$ cat src/rtl/vga_timing_pipe.sv
// rtl/vga_timing_pipe.sv - parametrised VGA timing generator with lead pixel requests and aligned sync output stage
module vga_timing_pipe #(
  parameter int H_ACTIVE = 640,
  parameter int H_FP     = 16,
  parameter int H_SYNC   = 96,
  parameter int H_BP     = 48,
  parameter int V_ACTIVE = 480,
  parameter int V_FP     = 10,
  parameter int V_SYNC   = 2,
  parameter int V_BP     = 33,
  parameter bit HS_POL   = 1'b0,
  parameter bit VS_POL   = 1'b0,
  parameter int CBITS    = 2,
  parameter int PIPE_LAT = 2,
  parameter int SCALE_SH = 3,
  localparam int H_TOTAL = H_ACTIVE + H_FP + H_SYNC + H_BP,
  localparam int V_TOTAL = V_ACTIVE + V_FP + V_SYNC + V_BP,
  localparam int CW      = $clog2((H_TOTAL > V_TOTAL) ? H_TOTAL : V_TOTAL)
) (
  input  logic             clk,
  input  logic             rst_n,
  input  logic             enable,
  input  logic [3*CBITS-1:0] rgb_in,
  output logic [CW-1:0]    req_x,
  output logic [CW-1:0]    req_y,
  output logic [CW-1:0]    req_xc,
  output logic [CW-1:0]    req_yc,
  output logic             req_active,
  output logic             hs,
  output logic             vs,
  output logic             de,
  output logic [3*CBITS-1:0] rgb_out,
  output logic             frame_start,
  output logic             line_start
);

  generate
    if (PIPE_LAT < 1 || PIPE_LAT > 8) begin : g_bad_lat
      $error("vga_timing_pipe: PIPE_LAT must be in 1..8");
    end
  endgenerate

  localparam logic [CW-1:0] H_LAST = CW'(H_TOTAL - 1);
  localparam logic [CW-1:0] V_LAST = CW'(V_TOTAL - 1);
  localparam logic [CW-1:0] HA     = CW'(H_ACTIVE);
  localparam logic [CW-1:0] VA     = CW'(V_ACTIVE);
  localparam logic [CW-1:0] HS_BEG = CW'(H_ACTIVE + H_FP);
  localparam logic [CW-1:0] HS_END = CW'(H_ACTIVE + H_FP + H_SYNC);
  localparam logic [CW-1:0] VS_BEG = CW'(V_ACTIVE + V_FP);
  localparam logic [CW-1:0] VS_END = CW'(V_ACTIVE + V_FP + V_SYNC);

  // Delay-line bit layout: {line_start, frame_start, de, vs, hs}; syncs carried at pad polarity
  localparam logic [4:0] SR_RST = {3'b000, ~VS_POL, ~HS_POL};

  logic [CW-1:0] hcnt;
  logic [CW-1:0] vcnt;
  logic          hs_lvl;
  logic          vs_lvl;
  logic          frame_mark;
  logic          line_mark;
  logic [4:0]    raw;
  logic [4:0]    sr [PIPE_LAT];
  logic          act_pre;

  always_ff @(posedge clk or negedge rst_n) begin
    if (!rst_n) begin
      hcnt <= '0;
      vcnt <= '0;
    end else if (enable) begin
      if (hcnt == H_LAST) begin
        hcnt <= '0;
        vcnt <= (vcnt == V_LAST) ? '0 : vcnt + CW'(1);
      end else begin
        hcnt <= hcnt + CW'(1);
      end
    end
  end

  assign req_x      = hcnt;
  assign req_y      = vcnt;
  assign req_xc     = hcnt >> SCALE_SH;
  assign req_yc     = vcnt >> SCALE_SH;
  assign req_active = (hcnt < HA) && (vcnt < VA);

  assign hs_lvl     = (hcnt >= HS_BEG && hcnt < HS_END) ? HS_POL : ~HS_POL;
  assign vs_lvl     = (vcnt >= VS_BEG && vcnt < VS_END) ? VS_POL : ~VS_POL;
  assign frame_mark = (hcnt == '0) && (vcnt == '0);
  assign line_mark  = (hcnt == '0) && (vcnt < VA);
  assign raw        = {line_mark, frame_mark, req_active, vs_lvl, hs_lvl};

  always_ff @(posedge clk or negedge rst_n) begin
    if (!rst_n) begin
      for (int i = 0; i < PIPE_LAT; i++) sr[i] <= SR_RST;
    end else if (enable) begin
      sr[0] <= raw;
      for (int i = 1; i < PIPE_LAT; i++) sr[i] <= sr[i-1];
    end
  end

  // Colour is the last pipeline stage, so it gates on the active flag one stage short of de
  generate
    if (PIPE_LAT == 1) begin : g_act_comb
      assign act_pre = req_active;
    end else begin : g_act_reg
      assign act_pre = sr[PIPE_LAT-2][2];
    end
  endgenerate

  always_ff @(posedge clk or negedge rst_n) begin
    if (!rst_n) begin
      rgb_out <= '0;
    end else if (enable) begin
      rgb_out <= act_pre ? rgb_in : '0;
    end
  end

  assign hs          = sr[PIPE_LAT-1][0];
  assign vs          = sr[PIPE_LAT-1][1];
  assign de          = sr[PIPE_LAT-1][2];
  assign frame_start = sr[PIPE_LAT-1][3];
  assign line_start  = sr[PIPE_LAT-1][4];

endmodule

$ cat config.mk
export PLATFORM = sky130hd
export DESIGN_NAME = vga_timing_pipe
export DESIGN_NICKNAME = d
export VERILOG_FILES = /design/src/rtl/vga_timing_pipe.sv
export SDC_FILE = /design/constraint.sdc
export NUM_CORES = 1
export LEC_CHECK = 0
export BUFFER_PORTS_ARGS = -buffer_cell sky130_fd_sc_hd__buf_2
export CORE_MARGIN = 4
export CORE_UTILIZATION = 56
export CTS_BUF_LIST = sky130_fd_sc_hd__clkbuf_4
export CTS_CLUSTER_SIZE = 30
export DETAILED_ROUTE_END_ITERATION = 8
export PLACE_DENSITY = 0.87
export SLEW_MARGIN = 20
export SYNTH_ARGS = -nofsm -noshare
export SYNTH_HDL_FRONTEND = slang
export SYNTH_SLANG_ARGS = --single-unit
$ cat constraint.sdc
create_clock -name clk -period 2.9 [get_ports clk]
set_input_delay 0.145 -clock clk [delete_from_list [all_inputs] [get_ports clk]]
set_output_delay 0.145 -clock clk [all_outputs]
set_load 0.03 [all_outputs]
Word-level counts from Yosys, hierarchy flattened
Cells that the tools add are included.
{"block": "totals", "inputBits": 9, "output_inout_bits": 52, "regBits": 36, "wordCells": 28}
{"block": "op_classes", "addsub": 2, "muxes": 5, "reduce_logical": 8, "n_lt_le_gt_ge": 6, "n_eq_ne": 2}
{"operator": "$add 10x1->10 const B", "n": 2}
{"operator": "$eq 10x10->1 const B", "n": 2}
{"operator": "$logic_not 10->1", "n": 2}
{"operator": "$lt 10x10->1 const B", "n": 2}
{"operator": "$lt 10x9->1 const B", "n": 2}
{"operator": "$mux 10", "n": 2}
{"operator": "$ge 10x10->1 const B", "n": 1}
{"operator": "$ge 10x9->1 const B", "n": 1}
{"operator": "$mux 6", "n": 1}
{"operator": "$logic_and 1x1->1", "n": 5}
{"operator": "$mux 1", "n": 2}
{"operator": "$reduce_and 2->1", "n": 1}

Depth between registers and ports, before layout
{"block": "depth", "depth_word": 3, "depth_mapped": 6, "mapped_depth_nobuf": 6}

Least setup slack after synthesis
Ideal clock, no wire load.
{"block": "synth_timing", "path_kind": "flip-flop to flip-flop", "start": "register hcnt[0] (netlist: req_x[0])", "end": "register vcnt[9] (netlist: req_y[9])", "arrival_ps": 2041, "slack_ps": 776, "required_time_ps": 2817, "stages_incl_launch_ff": 7, "synth_period_minus_slack_ps": 2124, "path_buffers": 1, "setup_ps": 83, "path_cell_list": "dfrtp_1 -> ha_1 -> nand4_2 -> or4_1 -> buf_2 -> or4_1 -> o21ai_0"}
{"block": "synth_via", "elab_chain_cells": 2}
{"element": "from (decl)", "line_no": "55", "source": "logic [CW-1:0] hcnt;"}
{"element": "from (signal assigned)", "line_no": "74", "source": "hcnt <= hcnt + CW'(1);"}
{"element": "$eq 10x10->1", "line_no": "70", "source": "if (hcnt == H_LAST) begin"}
{"element": "$reduce_and 2->1 (no source line)"}
{"element": "to (signal assigned)", "line_no": "72", "source": "vcnt <= (vcnt == V_LAST) ? '0 : vcnt + CW'(1);"}
{"element": "to (decl)", "line_no": "56", "source": "logic [CW-1:0] vcnt;"}
Every way passes these cells.
A chain may end at the register's enable or synchronous reset.

Worst setup path in the final report
Ends and elaborated chain as after synthesis.

==> results.md <==
- Initial drt markers: 88
- Number of vias per cell: 5.42
- Clk slew on worst S/H paths: 110 ps
- Peak supply drop: 0.514 mV
- Synth Register Bits: 36
- Die height: 66.5 microns
- Critical path data required time: 3170 ps
- Layout cells sized above 1: 0.329
- CTS Buf Count: 5
- Vias in the first global route: about 1.4k
- Skew-Pair Late Insertion Delay: between 300 and 400 ps
- Initial Util: 0.607
- Most common cell after layout, fill and taps aside: buf_2
- Pre-antenna DRT Iters: 4
- Critical R2R Launch: req_x[0]$_DFFE_PN0P_
- Total negative setup slack: 0 ps
- Die X: approximately 66 microns
- Overall routing resource usage: 0.191
- Total gr overflow: 0
- Via count of the routed design: 1524
- Multi-input combinational cell area: 800 sq um
- Crit-path max FO: 9
- HPWL Detailed: 2780 microns
- Core Region: 3150 sq um
- Synth cell types: 37
- DR WL/cell: ~14 microns
- H-tree Lvls: 2
- Antenna violations before repair: 0
- Critical path origin: req_x[0]$_DFFE_PN0P_
- Worst path arrival time: 2420 ps
- Mapped cell area: 1910 sq um
- Tot Pwr: 1.17 mW
- PortBufs: 54
- Max-cap violation count: 0
- Setup crit start kind: flop
- Area grow syn2layout: 12.7%
- Site Rows: 20
- Worst-case clock buffer depth: 2
- Worst-Margin Slew: 770 ps
- PD cells: 543 nW/um^2
- CTS tree: built
- Root buf cell: clkbuf_4
- Die Footprint: 4420 sq um
- Critical hold path startpoint: rgb_in[4]
- Warnings from Yosys: 0
- FF/Latch Area: 906 sq um
- Largest net degree at the start of global routing: 37
- Post-route DRC: 0
- Post-detailed-route count of antenna-violating nets: 0
- Crit. End Element: flop
- Setup violators final: 0
- Top cell type's share of synthesized area: 0.418
- Min cycle time layout: 2140 ps
- Tcrit/Tclk final: 0.739
- Routed WL: around 3900 microns
- Top Ports: 61
- Fillers: 250
- Kind of critical path: flop to flop
- Synth area leaders: dfrtp_1, buf_4, dfstp_2
- Most frequent cells in the layout: buf_2, dfrtp_1, nand3_1, o21ai_0, inv_1
- Antenna cell count: 0
- Fmax: 467 MHz
- Worst Hold Class: input pin to flop
- Worst Skew: 6.34 ps
- First-pass GRT wire length: 6270 microns
- Register area share after synthesis: 0.473
- Status: finished clean
- Unrepaired setup endpoints after global routing: no
- Final Wtd Congestion: 0.924
- Leading area contributor after synthesis: dfrtp_1
- Setup Fix Bufs, Post-CTS: 0
- NumNets Final: 250
- P_leak: 1.10 nW
- Final hold vios: 0
- Slew Limit Fails: 0
- Relative slew slack: 0.487
- Clock Sinks: 36
- Syn_area_per_cell: 9.87 sq um
- Synthesized instance count: 194
## sequential cells by signal, summed over array words and instances (netlist names)
name         flops
req_y           10
frame_start      1
line_start       1
rgb_out          6
act_pre          1
de               1
hs               1
sr               4
req_x           10
vs               1
## cell type report
class | count | share of cell area
multi-input cells | 124 | 0.371
repair buffers | 57 | 0.137
well taps | 44 | 0.0255
inverters | 12 | 0.0209
clock buffers | 6 | 0.0209
flip-flops and latches | 36 | 0.420
clock inverters | 2 | 0.00522
## metrics by stage
stage / hold slack (ps) / instance area, sq um / instances / worst slack, ps / util
floorplan: -151 / 1930 / 199 / 776 / -
detailed placement: 262 / 2090 / 272 / 831 / 0.663
finish: 30.1 / 2160 / 281 / 757 / 0.684
CTS: 22.4 / 2160 / 281 / 750 / 0.684
global route: 24.1 / 2160 / 281 / 659 / 0.684
global placement: 261 / 2090 / 272 / 898 / 0.663
## metal layers
metal | wire length [microns] | GRT usage | vias to the layer above
met5 | 0 | 0 | -
met4 | 97 | 0.112 | 0
met3 | 351 | 0.0455 | 10
met2 | 1820 | 0.283 | 70
met1 | 1670 | 0.254 | 712
li1 | - | - | 732
## Yosys cell counts, drive strengths merged
master and instances:
a21oi 7, and2 1, and3 6, and4 3, and4b 1, buf 23, clkbuf 4, conb 1
dfrtp 32, dfstp 4, ha 5, inv 12, mux2 7, mux2i 1, nand2 10, nand2b 3
nand3 16, nand3b 2, nand4 5, nand4b 3, nor2 10, nor3 5, nor4 2, nor4b 2
o21ai 14, o22ai 1, o41ai 1, or3 1, or4 2, xnor2 5, xor2 5
## power breakdown
| part | leakage [nW] | switching (mW) | internal, mW |
|---|---|---|---|
| clock network | 0.0293 | 0.168 | 0.102 |
| registers | 0.458 | 0.0619 | 0.536 |
| logic | 0.614 | 0.216 | 0.0864 |
| total | 1.10 | 0.446 | 0.724 |
## worst max-delay path, cell delays in order, from the launching register on
cell,delay (ps)
dfrtp_1,410
ha_1,220
nand4_2,210
or4_1,610
or4_1,520
o21ai_0,100
## path summary, 6_finish.rpt
path                                           to  slack, ps  depth (start not counted)
setup / recovery             req_y[9]$_DFFE_PN0P_        760                          5
hold / removal             rgb_out[4]$_DFFE_PN0P_         30                          3
setup reg to reg             req_y[9]$_DFFE_PN0P_        760                          5
hold reg to reg                 sr[8]$_DFFE_PN0P_        490                          2
max in group asynchronous    req_x[8]$_DFFE_PN0P_       2010                          2
min in group asynchronous  rgb_out[4]$_DFFE_PN0P_        390                          2
## cell families after synthesis
logic type,after synthesis,share of synthesized area
AO/OA/AOI/OAI,23,0.0627
XOR/XNOR,10,0.0457
adder cells (fa/ha/maj),5,0.0327
buffers and inverters,39,0.119
flip-flops,36,0.473
multiplexers,8,0.0464
other,1,0.00196
AND/OR/NAND/NOR,72,0.218
## what timing repair did
action	in CTS	in global routing
gates resized for setup	0	0
hold buffers	1	0
endpoints found under the hold margin	32	0
Note: power is estimated with default switching activity, not from simulation.
